## src/rtl/scan_score_display_if.sv

```systemverilog
// scan_score_display_if: value in, multiplexed seven-segment drive out.
// master drives point; slave (the display block) drives the rest.
interface scan_score_display_if #(
  parameter int DIGITS = 4,
  parameter int VAL_W  = 14
);
  logic [VAL_W-1:0]  point;
  logic [7:0]        show;
  logic [DIGITS-1:0] ssd_ctrl;
  logic              busy;
  logic              ovf;

  modport master (
    output point,
    input  show, ssd_ctrl, busy, ovf
  );

  modport slave (
    input  point,
    output show, ssd_ctrl, busy, ovf
  );
endinterface

```

## src/rtl/scan_score_display.sv

```systemverilog
// scan_score_display: double-dabble BCD conversion plus 7-seg digit scan.
// Define LEADING_ZERO_BLANK_EN to blank leading zero digits.
module scan_score_display #(
  parameter int DIGITS   = 4,
  parameter int VAL_W    = 14,
  parameter int SCAN_DIV = 50000
) (
  input logic clk,
  input logic rst,
  scan_score_display_if.slave bus
);
  localparam int NB    = DIGITS + 1;
  localparam int BW    = NB * 4;
  localparam int DW    = DIGITS * 4;
  localparam int CNT_W = $clog2(VAL_W + 1);
  localparam int DIV_W = $clog2(SCAN_DIV);
  localparam int IDX_W = $clog2(DIGITS);

  typedef enum logic [1:0] {
    IDLE,
    SHIFT,
    COMMIT
  } state_t;

  state_t state, state_nx;

  logic [VAL_W-1:0]  cap;
  logic [VAL_W-1:0]  sh;
  logic [BW-1:0]     bcd;
  logic [BW-1:0]     bcd_adj;
  logic              lost;
  logic [CNT_W-1:0]  cnt;
  logic [DW-1:0]     disp;
  logic              ovf_r;
  logic [DIV_W-1:0]  div;
  logic [IDX_W-1:0]  idx;
  logic [7:0]        show_r;
  logic [DIGITS-1:0] ctrl_r;
  logic [3:0]        nib;
  logic [7:0]        seg;
  logic              changed;
  logic              last_bit;
  logic              div_tc;

  assign changed  = (bus.point != cap);
  assign last_bit = (cnt == CNT_W'(VAL_W - 1));
  assign div_tc   = (div == DIV_W'(SCAN_DIV - 1));

  always_ff @(posedge clk) begin
    if (rst) state <= IDLE;
    else     state <= state_nx;
  end

  always_comb begin
    state_nx = state;
    unique case (state)
      IDLE:    if (changed) state_nx = SHIFT;
      SHIFT:   if (last_bit) state_nx = COMMIT;
      COMMIT:  state_nx = IDLE;
      default: state_nx = IDLE;
    endcase
  end

  always_comb begin
    bcd_adj = bcd;
    for (int i = 0; i < NB; i++) begin
      if (bcd[i*4 +: 4] >= 4'd5)
        bcd_adj[i*4 +: 4] = bcd[i*4 +: 4] + 4'd3;
    end
  end

  // lost catches bits pushed past the top guard nibble
  always_ff @(posedge clk) begin
    if (rst) begin
      cap   <= '0;
      sh    <= '0;
      bcd   <= '0;
      lost  <= 1'b0;
      cnt   <= '0;
      disp  <= '0;
      ovf_r <= 1'b0;
    end else begin
      unique case (state)
        IDLE: begin
          if (changed) begin
            cap  <= bus.point;
            sh   <= bus.point;
            bcd  <= '0;
            lost <= 1'b0;
            cnt  <= '0;
          end
        end
        SHIFT: begin
          bcd  <= {bcd_adj[BW-2:0], sh[VAL_W-1]};
          lost <= lost | bcd_adj[BW-1];
          sh   <= {sh[VAL_W-2:0], 1'b0};
          cnt  <= cnt + 1'b1;
        end
        COMMIT: begin
          disp  <= bcd[DW-1:0];
          ovf_r <= lost | (|bcd[BW-1:DW]);
        end
        default: ;
      endcase
    end
  end

  function automatic logic [7:0] enc(input logic [3:0] n);
    case (n)
      4'd0:    enc = 8'h03;
      4'd1:    enc = 8'h9F;
      4'd2:    enc = 8'h25;
      4'd3:    enc = 8'h0D;
      4'd4:    enc = 8'h99;
      4'd5:    enc = 8'h49;
      4'd6:    enc = 8'h41;
      4'd7:    enc = 8'h1F;
      4'd8:    enc = 8'h01;
      4'd9:    enc = 8'h09;
      default: enc = 8'hFF;
    endcase
  endfunction

  assign nib = disp[idx*4 +: 4];

`ifdef LEADING_ZERO_BLANK_EN
  logic [DIGITS-1:0] zmask;
  logic              zacc;

  always_comb begin
    zmask = '0;
    zacc  = 1'b1;
    for (int k = DIGITS - 1; k >= 0; k--) begin
      zacc     = zacc & (disp[k*4 +: 4] == 4'd0);
      zmask[k] = zacc;
    end
    zmask[0] = 1'b0;
  end

  always_comb begin
    seg = enc(nib);
    if (ovf_r)           seg = 8'hFD;
    else if (zmask[idx]) seg = 8'hFF;
  end
`else
  always_comb begin
    seg = enc(nib);
    if (ovf_r) seg = 8'hFD;
  end
`endif

  // outputs follow the index held before the edge, so digit 0
  // appears on the first edge after reset and each digit lasts SCAN_DIV
  always_ff @(posedge clk) begin
    if (rst) begin
      div    <= '0;
      idx    <= '0;
      show_r <= 8'hFF;
      ctrl_r <= '1;
    end else begin
      div <= div_tc ? '0 : div + 1'b1;
      if (div_tc)
        idx <= (idx == IDX_W'(DIGITS - 1)) ? '0 : idx + 1'b1;
      ctrl_r <= ~(DIGITS'(1) << idx);
      show_r <= seg;
    end
  end

  assign bus.show     = show_r;
  assign bus.ssd_ctrl = ctrl_r;
  assign bus.busy     = (state != IDLE);
  assign bus.ovf      = ovf_r;
endmodule
```

## src/flat_wrapper.sv

```systemverilog
// flat-port wrapper written by rule: the top's interface ports become plain ports
module scan_score_display_flat 
#(
  parameter int DIGITS   = 4,
  parameter int VAL_W    = 14,
  parameter int SCAN_DIV = 50000
)
  (clk, rst, bus_point, bus_show, bus_ssd_ctrl, bus_busy, bus_ovf);
  scan_score_display_if #(.DIGITS(DIGITS), .VAL_W(VAL_W)) bus_i ();
  input logic clk;
  input logic rst;
  input wire logic [$bits(bus_i.point)-1:0] bus_point;
  output wire logic [$bits(bus_i.show)-1:0] bus_show;
  output wire logic [$bits(bus_i.ssd_ctrl)-1:0] bus_ssd_ctrl;
  output wire logic [$bits(bus_i.busy)-1:0] bus_busy;
  output wire logic [$bits(bus_i.ovf)-1:0] bus_ovf;
  assign bus_i.point = bus_point;
  assign bus_show = bus_i.show;
  assign bus_ssd_ctrl = bus_i.ssd_ctrl;
  assign bus_busy = bus_i.busy;
  assign bus_ovf = bus_i.ovf;
  scan_score_display #(.DIGITS(DIGITS), .VAL_W(VAL_W), .SCAN_DIV(SCAN_DIV)) u_core (.clk(clk), .rst(rst), .bus(bus_i));
endmodule
```

## config.mk

```make
export PLATFORM = sky130hd
export DESIGN_NAME = scan_score_display_flat
export DESIGN_NICKNAME = d
export VERILOG_FILES = /design/src/rtl/scan_score_display_if.sv /design/src/rtl/scan_score_display.sv /design/src/flat_wrapper.sv
export SDC_FILE = /design/constraint.sdc
export NUM_CORES = 1
export LEC_CHECK = 0
export CORE_MARGIN = 2
export CORE_UTILIZATION = 55
export DETAILED_ROUTE_END_ITERATION = 7
export PLACE_DENSITY = 0.75
export SYNTH_ARGS = -nofsm -noshare
export SYNTH_HDL_FRONTEND = slang
export SYNTH_SLANG_ARGS = --single-unit
```

## constraint.sdc

```tcl
create_clock -name clk -period 4.3 [get_ports clk]
set_input_delay 1.29 -clock clk [delete_from_list [all_inputs] [get_ports clk]]
set_output_delay 1.29 -clock clk [all_outputs]
set_load 0.02 [all_outputs]
```

==> metrics.txt, run 1 <==
gr usage total 19.95%; Hold Path Origin u_core.disp[14]$_SDFFE_PP0N_; crit path buf inv count 2; Detailed Place HPWL 6395 µm; layout cells sized above 1 5.300%; Detailed Route Iter0 Violations 171; Die Y-Extent 98.21 µm; CP Data Required Time 4590 ps; CP max FO 21; crit start category input port; relative slew slack 18.37%; CP peak stage delay 730 ps; full die area 0.009644 mm²; Skew-Pair Late Insertion Delay 360 ps; RSZ-0062 raised after global routing no; Synth Net Count 584; port bufs 28; Vias 3650; clk root buf clkbuf_8; clock tree buffer depth 2; status completed; HP Class flip-flop to flip-flop; top routing layer used met4; area grow syn2layout 12.00%; nets 602; setup TNS 0 ps; Fill cells 729; vias in the first global route 3584; max_cap viols 0; worst vdd ir 0.2644 mV; ANT nets after route 0; via-per-instance ratio 5.415; most frequent cells in the layout dfxtp_1 (101), nand2_1 (55), inv_1 (43), nand2b_1 (41), nor2_1 (39); top cells by area, synth dfxtp_1 (41%), ha_1 (6.4%), nand2b_1 (5.3%), xnor2_1 (5.2%), mux2i_1 (4.5%); synthesized flop and latch total 101; reg-to-reg critical path startpoint u_core.idx[0]$_SDFFE_PP0N_; initial antenna violation count 0; area leader, netlist dfxtp_1; mapped cell area 0.004881 mm²; final std cells w/o fill 674; slowest CP cell o41ai_4; Post-Synthesis Cells 543; FMAX 0.3215 GHz; final instance area 0.005466 mm²; EDFF count, synth 0; kind of critical path input port to flip-flop; Initial DRT Pass Iterations 4; Critical Path Sink Type flip-flop; Initial Utilization 56.24%; drt drc 0; async set or reset register ratio after synthesis 0%; Clock transition at path regs 90 ps; H-tree Lvls 3; met3 routed WL 307 µm; core box area 0.008678 mm²; Largest delay share family, worst path buffers and inverters; Worst EP arrival 3400 ps; prevailing post-synth register cell dfxtp_1; diodes inserted 0; setup bufs post-CTS 0; share of the synthesized area in the top cell type 41.43%; first-pass GRT wire length 16020 µm; CTS tree yes; final clock skew 13.72 ps; Worst Tran Pin Value 1222 ps; hold-fix buffer count after cts 0; dpl cell area 0.005226 mm²; worst setup margin 1189 ps; P_leak 1.966 nW; total global routing overflow 0; number of core rows 34; fin crit period 3111 ps; gpl congestion 0.7727; Worst setup startpoint bus_point[2]; pwr/cell area 337.0 mW/mm²; largest net degree at the start of global routing 42; chip width 98.21 µm; Cells after DPL 658; wire per inst 13.44 µm; fin. max-slew vios 0; Clock Sinks 101; Setup WS pre-CTS 820.5 ps; sequential area share after synthesis 41.43%; WL met2 4326 µm; Netlist cell types 44; Setup violations, final 0; Avg Cell Area, Syn 8.989 µm²; Hold Violations, Final 0; cts repair resizes 0; final wirelength 9061 µm; Yosys Warn Count 0; CP Cell Sequence clkdlybuf4s50_1 > xnor2_1 > nand4_1 > o41ai_4 > buf_12 > mux2i_1; IO Pins 30; M1 wire length 4281 µm; commonest non-fill, non-tap cell in the layout dfxtp_1; period utilisation layout 72.34%; CTS Buf Count 9; final core utilization 62.99%
-- report_power, final --
group / internal, mW / switching, mW
sequential: 0.962 / 0.0176
combinational: 0.0665 / 0.0830
clock: 0.402 / 0.310
-- registers in the layout (all words and copies together), names as in the netlist --
signal,count
u_core.sh,14
u_core.div,16
u_core.bus.ssd_ctrl,4
u_core.bcd,20
u_core.cap,14
u_core.cnt,4
u_core.bus.ovf,1
u_core.disp,16
u_core.lost,1
u_core.idx,2
u_core.bus.show,7
u_core.state,2
-- cell type report --
| class | instances | area, µm² | area share (%) |
|---|---|---|---|
| Clock buffer | 12 | 145.1 | 2.655 |
| Tap cell | 108 | 135.1 | 2.472 |
| Inverter | 43 | 161.4 | 2.953 |
| Sequential cell | 101 | 2022 | 36.99 |
| Clock inverter | 4 | 95.09 | 1.740 |
| Multi-Input combinational cell | 371 | 2567 | 46.97 |
| Timing Repair Buffer | 35 | 340.3 | 6.226 |
-- metal layers --
layer	GRT usage [%]	up-vias
met5	0	-
met4	7.060	0
met3	4.080	13
met2	34.19	59
met1	25.05	1692
li1	-	1886
-- worst paths after layout --
path	endpoint	slack (ps)	cells past startpoint
max	u_core.cap[4]$_SDFFE_PP0P_	1190	6
min	u_core.disp[14]$_SDFFE_PP0N_	460	2
max reg2reg	u_core.bus.show[3]$_SDFF_PP1_	2170	7
min reg2reg	u_core.disp[14]$_SDFFE_PP0N_	460	2
-- cells in the mapped netlist (all sizes together), types with 3 or more instances --
cell type,count
dfxtp,101
nand2,55
inv,43
nand2b,41
nor2,39
xnor2,29
a21oi,25
ha,25
mux2i,22
clkbuf,19
or3,14
o221ai,13
o21ai,11
nor3,10
buf,9
xor2,9
nand4,8
a211oi,7
nand3,7
and3,6
o41ai,6
nor4,5
o22ai,5
o2bb2ai,5
mux4,4
nor2b,4
and4,3
o32ai,3
-- per-stage QoR --
step	power [mW]	hold WS, ps
floorplan	1.100	430.0
global placement	1.148	441.3
detailed placement	1.152	444.5
CTS	1.858	456.9
global route	1.908	475.6
finish	1.842	456.3
-- cells by family (layout without fill, tap and decap cells) --
logic type	count (synthesis)	in the layout	synth area share, %
AND/OR/NAND/NOR	201	201	20.99
XOR/XNOR	38	38	6.819
adder cells (fa/ha/maj)	25	25	6.409
multiplexers	27	27	6.588
buffers and inverters	71	94	6.203
other	1	1	0.07683
AO/OA/AOI/OAI	79	79	11.48
flip-flops	101	101	41.43
-- worst reg2reg max path: cells and delay by family (launching register included) --
| kind | cells | cell delay [ps] |
|---|---|---|
| flops | 1 | 590 |
| fa+ha+maj | 1 | 160 |
| simple gates | 1 | 60 |
| compound gates | 1 | 140 |
| mux | 2 | 890 |
| buf+inv | 2 | 200 |
No activity file was read; power rests on OpenSTA's default activity.
==> run 2, diff against run 1 <==
- clock period: 4.3 -> 3.25 ns (I/O delays scaled with it)
==> run 2 against run 1 <==
- hold slack better by 1.4 ps
- register-to-register slack worse by 1000 ps
- critical path type unchanged
- final area is 0.76% higher
- via count is 1.4% higher
- highest routed layer unchanged
- global-route usage is 0.28 points higher
- critical path depth is 1 lower
- sequential power is 33% higher
- first-iteration DRC count is 47% lower
==> metrics.txt, run 2 (synthesis results as in run 1) <==
number of flip-flops under the largest register name 20 (unchanged); crit start category input port (unchanged); layout cells sized above 1 5.975% (was 5.300%); core box area 0.008678 mm² (unchanged); hold-fix buffer count after cts 0 (unchanged); hold path depth 2 (unchanged); Skew-Pair Late Insertion Delay 360 ps (about the same); CP Cell Sequence clkdlybuf4s50_1 > xnor2_1 > nand4_1 > o41a_1 > o41ai_1 (was clkdlybuf4s50_1 > xnor2_1 > nand4_1 > o41ai_4 > buf_12 > mux2i_1); Worst R2R End u_core.bus.show[3]$_SDFF_PP1_ (unchanged); Min-Delay Endpoint u_core.disp[4]$_SDFFE_PP0N_ (was u_core.disp[14]$_SDFFE_PP0N_); period utilisation layout 84.87%; Clock transition at path regs 90 ps (about the same); Initial Utilization 56.24% (unchanged); Largest Register u_core.bcd (unchanged); Clk pwr share 39.5% (was 38.7%); wire per inst 13.53 µm (was 13.44 µm); final hold slack 457.7 ps (was 456.3 ps); status completed (unchanged); slowest CP cell o41a_1 (was o41ai_4); switching power 533.4 µW (was 410.7 µW); Setup violations, final 0 (unchanged); r2r setup slk 1130 ps (was 2170 ps); Hold Violations, Final 0 (unchanged); nets 605 (was 602); chip width 98.21 µm (unchanged); final wirelength 9161 µm (was 9061 µm); Power Total 2.470 mW (was 1.842 mW); via-per-instance ratio 5.468 (was 5.415); initial antenna violation count 0 (unchanged); Worst Tran Pin Value 621.4 ps (was 1222 ps); clock tree buffer depth 2 (unchanged); fin crit period 2758 ps; final instance area 0.005508 mm² (was 0.005466 mm²); Critical Path Sink Type flip-flop (unchanged); CTS tree yes (unchanged); switching share of power 21.60% (was 22.30%); Vias 3702 (was 3650); reg-to-reg critical path startpoint u_core.idx[0]$_SDFFE_PP0N_ (unchanged); Detailed Place HPWL 6428 µm (was 6395 µm); crit path buf inv count 1 (was 2); HP Class flip-flop to flip-flop (unchanged); Initial DRT Pass Iterations 4 (unchanged); port bufs 28 (unchanged); total global routing overflow 0 (unchanged); worst reg2reg path depth 7 (unchanged); Worst EP arrival 3010 ps (was 3400 ps); kind of critical path input port to flip-flop (unchanged); final std cells w/o fill 677 (was 674); diodes inserted 0 (unchanged); Largest delay share family, worst path compound AO/OA/AOI/OAI gates (was buffers and inverters); pwr/cell area 448.4 mW/mm² (was 337.0 mW/mm²); Clock Sinks 101 (unchanged); commonest non-fill, non-tap cell in the layout dfxtp_1 (unchanged); area grow syn2layout 12.84% (was 12.00%); gpl congestion 0.7697 (was 0.7727); dpl cell area 0.005249 mm² (was 0.005226 mm²); ANT nets after route 0 (unchanged); fin. max-slew vios 0 (unchanged); number of core rows 34 (unchanged); most frequent cells in the layout dfxtp_1 (101), nand2_1 (55), inv_1 (43), nand2b_1 (41), nor2_1 (39) (unchanged); FMAX 0.3626 GHz; area of the multi-input gates 0.002567 mm² (unchanged); Hold Path Origin u_core.disp[4]$_SDFFE_PP0N_ (was u_core.disp[14]$_SDFFE_PP0N_); clk root buf clkbuf_8 (unchanged); CP peak stage delay 700 ps (was 730 ps); Fill cells 744 (was 729); gr usage total 20.23% (was 19.95%); H-tree Lvls 3 (unchanged); final clock skew 8.800 ps (was 13.72 ps); first-pass GRT wire length 16230 µm (was 16020 µm); worst vdd ir 0.2737 mV (was 0.2644 mV); Logic pwr share 8.0% (was 8.1%); CP Data Required Time 3500 ps (was 4590 ps); CP max FO 14 (was 21); Detailed Route Iter0 Violations 91 (was 171); relative slew slack 58.57% (was 18.37%); IO Pins 30 (unchanged); drt drc 0 (unchanged); Die Y-Extent 98.21 µm (unchanged); internal power 1.936 mW (was 1.431 mW); Reg power frac 52.5% (was 53.2%); Reg area 0.002022 mm² (unchanged); max_cap viols 0 (unchanged); largest net degree at the start of global routing 58 (was 42); full die area 0.009644 mm² (unchanged); Cells after DPL 661 (was 658); Largest regs u_core.bcd: 20 flops, u_core.disp: 16 flops, u_core.div: 16 flops (unchanged); P_leak 1.989 nW (was 1.966 nW); CTS Buf Count 9 (unchanged); setup TNS 0 ps (unchanged); setup bufs post-CTS 0 (unchanged); RSZ-0062 raised after global routing no (unchanged); vias in the first global route 3648 (was 3584); cts repair resizes 0 (unchanged)
[run 2: worst max path at each step]
stage / end / cells past startpoint / start
finish: u_core.bcd[4]$_SDFFE_PP0P_ / 5 / bus_point[2]
global route: u_core.bcd[4]$_SDFFE_PP0P_ / 5 / bus_point[2]
CTS: u_core.bcd[4]$_SDFFE_PP0P_ / 5 / bus_point[2]
detailed placement: u_core.bcd[4]$_SDFFE_PP0P_ / 5 / bus_point[2]
global placement: u_core.bcd[12]$_SDFFE_PP0P_ / 5 / bus_point[2]
floorplan: u_core.sh[6]$_SDFFE_PP0P_ / 6 / bus_point[12]
[run 2: area by class of cell]
cell class                 count  area share (%)
clock buffer                  13           3.067
inverter                      43           2.930
tap                          108           2.453
multi-input combinational    371           46.62
clock inverter                 3           1.636
timing repair buffer          38           6.588
sequential                   101           36.71
[run 2: per-layer routing]
metal  up-vias  GRT usage (%)  wire (µm)
met2        64          36.67       4505
li1       1889              -          -
met5         -              0          0
met3        16          4.295        286
met4         0          6.322        142
met1      1733          23.93       4226
[run 2: power by group through the flow]
stage	logic (mW)	clock network (mW)	registers (mW)
after floorplan	0.129	0	1.33
after global placement	0.194	0	1.32
after detailed placement	0.199	0	1.33
after CTS	0.201	0.993	1.30
after global routing	0.219	1.05	1.30
final	0.199	0.975	1.30
[run 2: worst reg2reg max path: stages, from the launching register on]
cell and delay (ps):
dfxtp_1 570, mux4_2 630, inv_1 150, ha_1 160, inv_1 30, mux2_2 250, o21ai_0 160, nand2_1 70
[run 2: stage by stage]
stage,setup WS (ps),utilization [%]
finish,491.8,63.47
global route,368.5,63.47
CTS,477.0,63.47
detailed placement,101.8,60.48
global placement,229.7,60.48
floorplan,958.4,-
==> run 3, diff against run 2 <==
- clock period: 3.25 -> 2.8 ns (I/O delays scaled with it)
==> run 3 against run 2 <==
- global-route usage up 0.77 points
- sequential share of layout area up 0.10 points
- highest routed layer unchanged
- final cell count up 0.44%
- non-clock buffer count up 3
- core utilization down 0.17 points
==> metrics.txt, run 3 (synthesis results as in run 1) <==
Vias 3689 (was 3702); dpl cell area 0.005296 mm² (was 0.005249 mm²); Detailed Route Iter0 Violations 157 (was 91); Cells after DPL 664 (was 661); total global routing overflow 0 (unchanged); met1 usage 26.04% (was 23.93%); kind of critical path flip-flop to output port (was input port to flip-flop); fin. max-slew vios 0 (unchanged); status completed (unchanged); Clock transition at path regs 90 ps (about the same); period utilisation layout 91.29%; most frequent cells in the layout dfxtp_1 (101), nand2_1 (55), inv_1 (43), nand2b_1 (41), nor2_1 (39) (unchanged); crit start category flip-flop (was input port); full die area 0.009644 mm² (unchanged); commonest non-fill, non-tap cell in the layout dfxtp_1 (unchanged); Worst setup startpoint u_core.state[1]$_SDFFE_PP0P_ (was bus_point[2]); IO Pins 30 (unchanged); Initial Utilization 56.24% (unchanged); fin crit period 2556 ps; Largest Register u_core.bcd (unchanged); number of core rows 34 (unchanged); initial antenna violation count 0 (unchanged); r2r setup slk 640 ps (was 1130 ps); Worst EP arrival 1720 ps (was 3010 ps); CP peak stage delay 550 ps (was 700 ps); largest net degree at the start of global routing 47 (was 58); hold-fix buffer count after cts 0 (unchanged); gr usage total 21.00% (was 20.23%); CP max FO 7 (was 14); first-pass GRT wire length 16680 µm (was 16230 µm); RSZ-0062 raised after global routing no (unchanged); Worst R2R End u_core.bus.show[3]$_SDFF_PP1_ (unchanged); Most Crowded Layer GR met2 (unchanged); CP Data Required Time 1960 ps (was 3500 ps); setup bufs post-CTS 0 (unchanged); Fill cells 778 (was 744); final hold slack 454.9 ps (was 457.7 ps); ANT nets after route 0 (unchanged); drt drc 0 (unchanged); CP Cell Sequence nor2_1 > inv_1 > clkdlybuf4s50_1 (was clkdlybuf4s50_1 > xnor2_1 > nand4_1 > o41a_1 > o41ai_1); Setup violations, final 0 (unchanged); final std cells w/o fill 680 (was 677); HP Class flip-flop to flip-flop (unchanged); via-per-instance ratio 5.425 (was 5.468); P_leak 1.978 nW (was 1.989 nW); cts repair resizes 0 (unchanged); Detailed Place HPWL 6601 µm (was 6428 µm); Critical Path Sink Type output port (was flip-flop); slowest CP cell clkdlybuf4s50_1 (was o41a_1); final core utilization 63.29% (was 63.47%); Skew-Pair Late Insertion Delay 370 ps (was 360 ps); CTS tree yes (unchanged); Hold Path Origin u_core.disp[9]$_SDFFE_PP0N_ (was u_core.disp[4]$_SDFFE_PP0N_); Clock Sinks 101 (unchanged); clk root buf clkbuf_8 (unchanged); Setup WS pre-CTS -75.22 ps (was 101.8 ps); chip width 98.21 µm (unchanged); reg-to-reg critical path startpoint u_core.idx[0]$_SDFFE_PP0N_ (unchanged); core box area 0.008678 mm² (unchanged); Worst Tran Pin Value 602.9 ps (was 621.4 ps); worst setup margin 243.9 ps (was 491.8 ps); clock tree buffer depth 2 (unchanged); Levels on crit path 3 (was 5); relative slew slack 59.80% (was 58.57%); pwr/cell area 486.0 mW/mm² (was 448.4 mW/mm²); diodes inserted 0 (unchanged); CTS Buf Count 9 (unchanged); final instance area 0.005493 mm² (was 0.005508 mm²); Hold Violations, Final 0 (unchanged); gpl congestion 0.7753 (was 0.7697); setup TNS 0 ps (unchanged); final clock skew 13.42 ps (was 8.800 ps); max_cap viols 0 (unchanged); number of flip-flops under the largest register name 20 (unchanged); worst reg2reg path depth 7 (unchanged); wire per inst 13.86 µm (was 13.53 µm); FMAX 0.3912 GHz; grt met3 use 4.223% (was 4.295%); Worst setup endpoint bus_busy (was u_core.bcd[4]$_SDFFE_PP0P_); Largest delay share family, worst path buffers and inverters (was compound AO/OA/AOI/OAI gates); worst vdd ir 0.3026 mV (was 0.2737 mV); crit path buf inv count 2 (was 1); Die Y-Extent 98.21 µm (unchanged); area grow syn2layout 12.54% (was 12.84%); grt met2 use 36.14% (was 36.67%); Initial DRT Pass Iterations 4 (unchanged); Largest regs u_core.bcd: 20 flops, u_core.disp: 16 flops, u_core.div: 16 flops (unchanged); final wirelength 9426 µm (was 9161 µm); nets 608 (was 605); H-tree Lvls 3 (unchanged); Power Total 2.669 mW (was 2.470 mW); layout cells sized above 1 6.643% (was 5.975%); port bufs 28 (unchanged); vias in the first global route 3665 (was 3648)
-- run 3: cell count changes in the layout (fill, tap and decap cells not counted) --
cell        delta
buf_12         +2
clkbuf_1       -1
clkinvlp_4     +2
clkbuf_8       -3
buf_4          +1
bufinv_16      -2
clkinv_2       +2
inv_6          +2
-- run 3: layout make-up --
class	count	area (µm²)	share of cell area, %
clock buffer	9	123.9	2.255
clock inverter	7	72.57	1.321
inverter	43	161.4	2.938
multi-input combinational	371	2567	46.74
sequential	101	2022	36.81
tap	108	135.1	2.460
timing repair buffer	41	410.4	7.472
-- run 3: how the worst min path moves through the flow --
stage / to / slack (ps) / cells after the start
after global routing: u_core.disp[9]$_SDFFE_PP0N_ / 470 / 2
after detailed placement: u_core.disp[8]$_SDFFE_PP0N_ / 440 / 2
after CTS: u_core.disp[8]$_SDFFE_PP0N_ / 460 / 2
after global placement: u_core.sh[13]$_SDFFE_PP0P_ / 440 / 2
after floorplan: u_core.div[0]$_SDFF_PP0_ / 430 / 1
final: u_core.disp[9]$_SDFFE_PP0N_ / 450 / 2
-- run 3: power breakdown --
part           internal [mW]  leakage [nW]  switching, mW
sequential              1.48         0.824         0.0274
clock                  0.416        0.0960          0.505
combinational          0.111          1.06          0.133
total                   2.00          1.98          0.665
-- run 3: metal layers --
layer | share of wire, % | routed length (µm)
met1 | 46 | 4326
met2 | 49 | 4658
met3 | 3.0 | 282
met4 | 1.7 | 159
met5 | 0 | 0
-- run 3: tightest hold or removal path: stages (launching register included) --
cell     delay [ps]
dfxtp_1         310
nand2_1          50
a21oi_1          50
